--- src/rtl/reg_file.sv ---
// Operand register file feeding the ALU: two combinational read ports with write bypass,
// one write port, and the architectural zero flag captured from the ALU.
module reg_file #(
    parameter  int unsigned DATA_W   = 8,
    parameter  int unsigned NUM_REGS = 8,
    localparam int unsigned AW       = (NUM_REGS > 1) ? $clog2(NUM_REGS) : 1
) (
    input  logic              clk,
    input  logic              rst_n,
    input  logic [AW-1:0]     rd_addr,
    input  logic [AW-1:0]     rs_addr,
    output logic [DATA_W-1:0] r0_rd,
    output logic [DATA_W-1:0] rs,
    input  logic              wr_en,
    input  logic [AW-1:0]     wr_addr,
    input  logic [DATA_W-1:0] wr_data,
    input  logic              z_en,
    input  logic              z_in,
    output logic              z_flag
);

    localparam int unsigned ADDR_EXT_W = 32;

    logic [DATA_W-1:0] r_regs [NUM_REGS];
    logic              r_z_flag;

    logic              w_wr_in_range;
    logic              w_rd_in_range;
    logic              w_rs_in_range;
    logic              w_wr_fire;
    logic              w_rd_bypass;
    logic              w_rs_bypass;
    logic [DATA_W-1:0] w_rd_stored;
    logic [DATA_W-1:0] w_rs_stored;

    // Addresses at or beyond NUM_REGS only exist for non-power-of-two sizes.
    always_comb begin
        w_wr_in_range = (ADDR_EXT_W'(wr_addr) < ADDR_EXT_W'(NUM_REGS));
        w_rd_in_range = (ADDR_EXT_W'(rd_addr) < ADDR_EXT_W'(NUM_REGS));
        w_rs_in_range = (ADDR_EXT_W'(rs_addr) < ADDR_EXT_W'(NUM_REGS));
    end

    // Reset is level-sensitive here too so a write presented during reset never leaks out.
    always_comb begin
        w_wr_fire   = wr_en && rst_n && w_wr_in_range;
        w_rd_bypass = w_wr_fire && (wr_addr == rd_addr);
        w_rs_bypass = w_wr_fire && (wr_addr == rs_addr);
    end

    always_ff @(posedge clk or negedge rst_n) begin
        if (!rst_n) begin
            for (int i = 0; i < int'(NUM_REGS); i++) begin
                r_regs[i] <= '0;
            end
        end else if (w_wr_fire) begin
            r_regs[wr_addr] <= wr_data;
        end
    end

    always_ff @(posedge clk or negedge rst_n) begin
        if (!rst_n) begin
            r_z_flag <= 1'b0;
        end else if (z_en) begin
            r_z_flag <= z_in;
        end
    end

    always_comb begin
        w_rd_stored = '0;
        w_rs_stored = '0;
        if (w_rd_in_range) begin
            w_rd_stored = r_regs[rd_addr];
        end
        if (w_rs_in_range) begin
            w_rs_stored = r_regs[rs_addr];
        end
    end

    // Same-cycle write data wins so a dependent instruction needs no stall.
    always_comb begin
        r0_rd = w_rd_bypass ? wr_data : w_rd_stored;
        rs    = w_rs_bypass ? wr_data : w_rs_stored;
    end

    assign z_flag = r_z_flag;

endmodule

--- config.mk ---
export PLATFORM = sky130hd
export DESIGN_NAME = reg_file
export DESIGN_NICKNAME = d
export VERILOG_FILES = /design/src/rtl/reg_file.sv
export SDC_FILE = /design/constraint.sdc
export NUM_CORES = 1
export LEC_CHECK = 0
export BUFFER_PORTS_ARGS = -buffer_cell sky130_fd_sc_hd__buf_2
export CELL_PAD_IN_SITES_DETAIL_PLACEMENT = 1
export CELL_PAD_IN_SITES_GLOBAL_PLACEMENT = 2
export CORE_AREA = 5 5 85 146
export DETAILED_ROUTE_END_ITERATION = 10
export DIE_AREA = 0 0 90 151
export GPL_TIMING_DRIVEN = 0
export HOLD_SLACK_MARGIN = 0.12
export PLACE_DENSITY_LB_ADDON = 0.1
export RECOVER_POWER = 100
export SLEW_MARGIN = 20
export SYNTH_ARGS = -nofsm -noshare
export SYNTH_HDL_FRONTEND = slang
export SYNTH_SLANG_ARGS = --single-unit
--- constraint.sdc ---
create_clock -name clk -period 1.75 [get_ports clk]
set_input_delay 0.0875 -clock clk [delete_from_list [all_inputs] [get_ports clk]]
set_output_delay 0.0875 -clock clk [all_outputs]
set_load 0.01 [all_outputs]
* Word level (Yosys, flattened, before mapping)
Cells that the tools add are included.
** Cells by class
- Equal/unequal tests :: 2
- $lt $le $gt $ge :: 4
- Bitwise logic cells :: 3
- Add/subtract/negate cells :: 0
- Divide/modulo/power cells :: 0
- Multipliers :: 0
- Shifts and indexed selects :: 0
- Reductions and logical operators :: 4
- Mux-type cells :: 11
** Operators with widths (number)
- bitwise mux 64 bit :: 1
- 2-to-1 mux 8 bit :: 7
- binary-select mux 8 bit (select 3 bit) :: 2
- demux 8 bit (select 3 bit) :: 1
- greater-or-equal comparator 4 bit (second input constant) :: 3
- NOT 3 -> 4 bit :: 3
- == test 3 bit :: 2
- logical AND 1 bit :: 4
- < comparator 4 x 1 -> 1 bit (second input constant) :: 1
** Word-level totals
- Register bits after elaboration :: 65
- Bits in read-only memories :: 0
- Latch bits :: 0
- Bits in writable memories :: 0
- Output and inout bits :: 17
- Logic and storage cells :: 33
- Memories kept :: 0

* Depth between registers and ports, before layout
- Depth after elaboration :: 6
- Gate-level depth with buffers :: 5
- Mapped depth without buffers :: 3

* Worst setup path before layout
Ideal clock, no wire load.
- Kind :: input to output
- Start :: input port rs_addr[1]
- End :: output port rs[0]
- Path slack :: 127 ps
- Path buffers :: 2
- Required time :: 1662 ps
- Arrival time :: 1535 ps
- Stages on the path :: 5
- Cell sequence :: clkbuf_1 -> clkbuf_1 -> mux4_2 -> mux2_2 -> mux2_2
** On the way
- Cells in the longest elaborated chain, start to end :: 5
** RTL lines
- start, declared :: RTL line 11 : input logic [AW-1:0] rs_addr,
- NOT 3 -> 4 bit (implied by the code) :: RTL line 75 : w_rs_stored = r_regs[rs_addr];
- binary-select mux 8 bit (select 3 bit) :: RTL line 75
- 2-to-1 mux 8 bit (implied by the code) (2 in a row) :: RTL line 75
- 2-to-1 mux 8 bit * :: RTL line 82 : rs = w_rs_bypass ? wr_data : w_rs_stored;
- end, declared :: RTL line 13 : output logic [DATA_W-1:0] rs,
Mark *: on every way between the ends. The rest lies on a longest branch, timed or not. The select of a mux whose other input is x is not followed.

* Worst setup path in the final report
- Start :: register r_regs[10] (netlist bit)
- End :: output port r0_rd[2]
** On the way
- Cells in the longest elaborated chain, start to end :: 4
** RTL lines
- start, declared :: RTL line 24 : logic [DATA_W-1:0] r_regs [NUM_REGS];
- start signal, assigned by index :: RTL line 56 : r_regs[wr_addr] <= wr_data;
- binary-select mux 8 bit (select 3 bit) :: RTL line 72 : w_rd_stored = r_regs[rd_addr];
- 2-to-1 mux 8 bit (implied by the code) (2 in a row) :: RTL line 72
- 2-to-1 mux 8 bit :: RTL line 81 : r0_rd = w_rd_bypass ? wr_data : w_rd_stored;
- end, declared :: RTL line 12 : output logic [DATA_W-1:0] r0_rd,
Every way passes these cells. The select of a mux whose other input is x is not followed.

==> flow_metrics.env <==
export IMPL_vias=2304
export IMPL_cts_tree="yes"
export IMPL_area_growth_pct=19.7
export IMPL_post_route_period_util=1.13
export IMPL_rrSetupSlack_ns=0.46
export IMPL_crit_arrival_ns=1.89
export IMPL_vdd_drop_max_mv=0.680
export IMPL_drtPass1Iterations=4
export IMPL_hold_viol=0
export IMPL_synth_avg_cell_area_um2=16.7
export IMPL_htreeDepth=3
export IMPL_fmax_ghz=0.506
export IMPL_synth_nets=250
export IMPL_fp_dieW_um=90
export IMPL_cts_root_buf="clkbuf_16"
export IMPL_grt_pass1_vias=2606
export IMPL_rsz0062_at_grt="true"
export IMPL_post_place_ws_ns=-0.684
export IMPL_clock_latency_ns=0.33
export IMPL_grt_max_degree=53
export IMPL_vias_per_cell=5.54
export IMPL_die_y_um=151
export IMPL_violations="setup timing"
export IMPL_rr_startpoint="z_flag"
export IMPL_p_per_area_nw_per_um2=1170
export IMPL_ys_ff_latch=65
export IMPL_drcViolationCount=0
export IMPL_yosys_warnings=0
export IMPL_netlist_area_leader_share=0.428
export IMPL_layout_common_cells="mux2_2 (80), dfrtp_1 (65), mux4_2 (31)"
export IMPL_core_area_um2=11000
export IMPL_yosysSeqAreaShare=0.428
export IMPL_synth_area_um2=3800
export IMPL_netlist_top_cells_area="dfrtp_1 (43%), mux2_2 (29%), mux4_1 (19%), mux4_2 (3.0%), xor2_1 (1.4%)"
export IMPL_hp_class="in -> reg"
export IMPL_finalMaxSlewViolations=0
export IMPL_grt_use_total=0.165
export IMPL_antenna_found_initial=0
export IMPL_r2r_cells=2
export IMPL_totalWireLength_um=10500
export IMPL_gp_congestion=0.724
export IMPL_finalWorstPathRequiredPeriod_ns=1.98
export IMPL_status="finished, violations left"
export IMPL_relSlewSlack=0.290
export IMPL_overflow=0
export IMPL_final_common_cell="mux2_2"
export IMPL_grt_pass1_wl_um=16500
export IMPL_fin_skew_ns=0
export IMPL_wire_per_inst_um=25.2
export IMPL_drt_iter0_drc=64
export IMPL_setup_violations_final=16
export IMPL_whs_path_depth=2
export IMPL_antennaDiodeCount=0
export IMPL_power_mw=5.33
export IMPL_clk_pin_slew_worst_paths_ns=0.05
export IMPL_drive_above_1_share=0.669
export IMPL_cp_start_kind="register"
export IMPL_io_buffer_count=32
export IMPL_rows=51
export IMPL_worst_ep_required_time_ns=1.66
export IMPL_crit_path_end_kind="output pin"
export IMPL_reg2reg_to="z_flag"
export IMPL_critPathMaxFanout=3
export IMPL_dieArea_um2=13600
export IMPL_cp_endpoint="r0_rd[2]"
export IMPL_synth_cell_type_count=15
export IMPL_leakagePower_nw=1.92
export IMPL_worst_slew_pin_slew_ns=1.06
export IMPL_cts_buffers=9
export IMPL_tns_ns=-3.25
export IMPL_layout_setup_ws_ns=-0.225
export IMPL_max_cap_violations=0
export IMPL_final_antenna_net_count=0
export IMPL_nets=301
export IMPL_start_util=0.345
export IMPL_dpl_hpwl_um=6810
export IMPL_yosys_area_top_type="dfrtp_1"
export IMPL_cts_sinks=65
export IMPL_syn_inst=228
export IMPL_startpoint="r_regs[10]"
export IMPL_cts_buffer_depth=2
export IMPL_criticalPathCategory="reg -> out"
export IMPL_io_pin_count=39
power breakdown:
part           switching, mW  leakage (nW)  total, mW  internal (mW)
clock                  0.632         0.139       1.66           1.03
combinational          0.520         0.980       1.56           1.04
sequential             0.253         0.796       2.11           1.85
state kept, by name, summed over array words and instances (netlist names):
| signal | count |
|---|---|
| z_flag | 1 |
| r_regs | 64 |
kinds of logic after synthesis:
family	Yosys count	synth area share
mux	129	0.503
flops	65	0.428
simple gates	16	0.0289
buf+inv	12	0.0263
xor+xnor	6	0.0138
metrics by stage:
step	area, um^2	hold WS [ns]	util	cells
4_1_cts	4550	0.123	0.412	416
6_report	4550	0.132	0.413	416
3_5_place_dp	4160	-0.0252	0.377	393
5_1_grt	4550	0.144	0.413	416
2_1_floorplan	3800	-0.208	-	228
3_3_place_gp	4130	0.319	0.374	392
cells in the mapped netlist:
cell / instances
mux2_2: 97
dfrtp_1: 65
mux4_1: 27
clkbuf_1: 7
nor2_1: 6
xor2_1: 6
mux4_2: 5
buf_6: 3
buf_12: 2
nand2_1: 2
nand2b_1: 2
nor4_4: 2
or3_1: 2
nand3_1: 1
nand3b_1: 1
routing by layer:
metal / share of wire / wire (um) / track usage / vias up
met2: 0.53 / 5530 / 0.290 / 39
li1: - / - / - / 997
met3: 0.028 / 292 / 0.0283 / 11
met1: 0.43 / 4480 / 0.204 / 1257
met4: 0.017 / 178 / 0.0604 / 0
met5: 0 / 0 / 0 / -
how the worst min path moves through the flow:
stage	startpoint	to	slack [ns]
finish	wr_data[2]	r_regs[42]	0.13
global route	wr_data[2]	r_regs[50]	0.14
CTS	wr_data[2]	r_regs[42]	0.12
detailed placement	rst_n	r_regs[30]	-0.03
global placement	z_in	z_flag	0.32
floorplan	rst_n	r_regs[0]	-0.21
critical path, cell delays in order (launching register included):
cell and delay, ns:
dfrtp_1 0.40, mux4_2 0.49, mux2_4 0.28, mux2_4 0.28, buf_6 0.12
cell type report:
class                      count  area (um^2)
buffer                        12          106
clock buffer                  13          260
clock inverter                 3         15.0
fill                        1133         6480
multi-input combinational    151         2050
sequential                    65         1630
tap                          132          165
timing repair buffer          40          335
timing repair:
action,4_1_cts,5_1_grt
endpoints found under the setup margin,16,16
pin swaps,2,0
resized for setup,51,12
hold buffers,3,0
setup buffers,4,0
endpoints found under the hold margin,66,0
(Power assumes the default switching activity.)
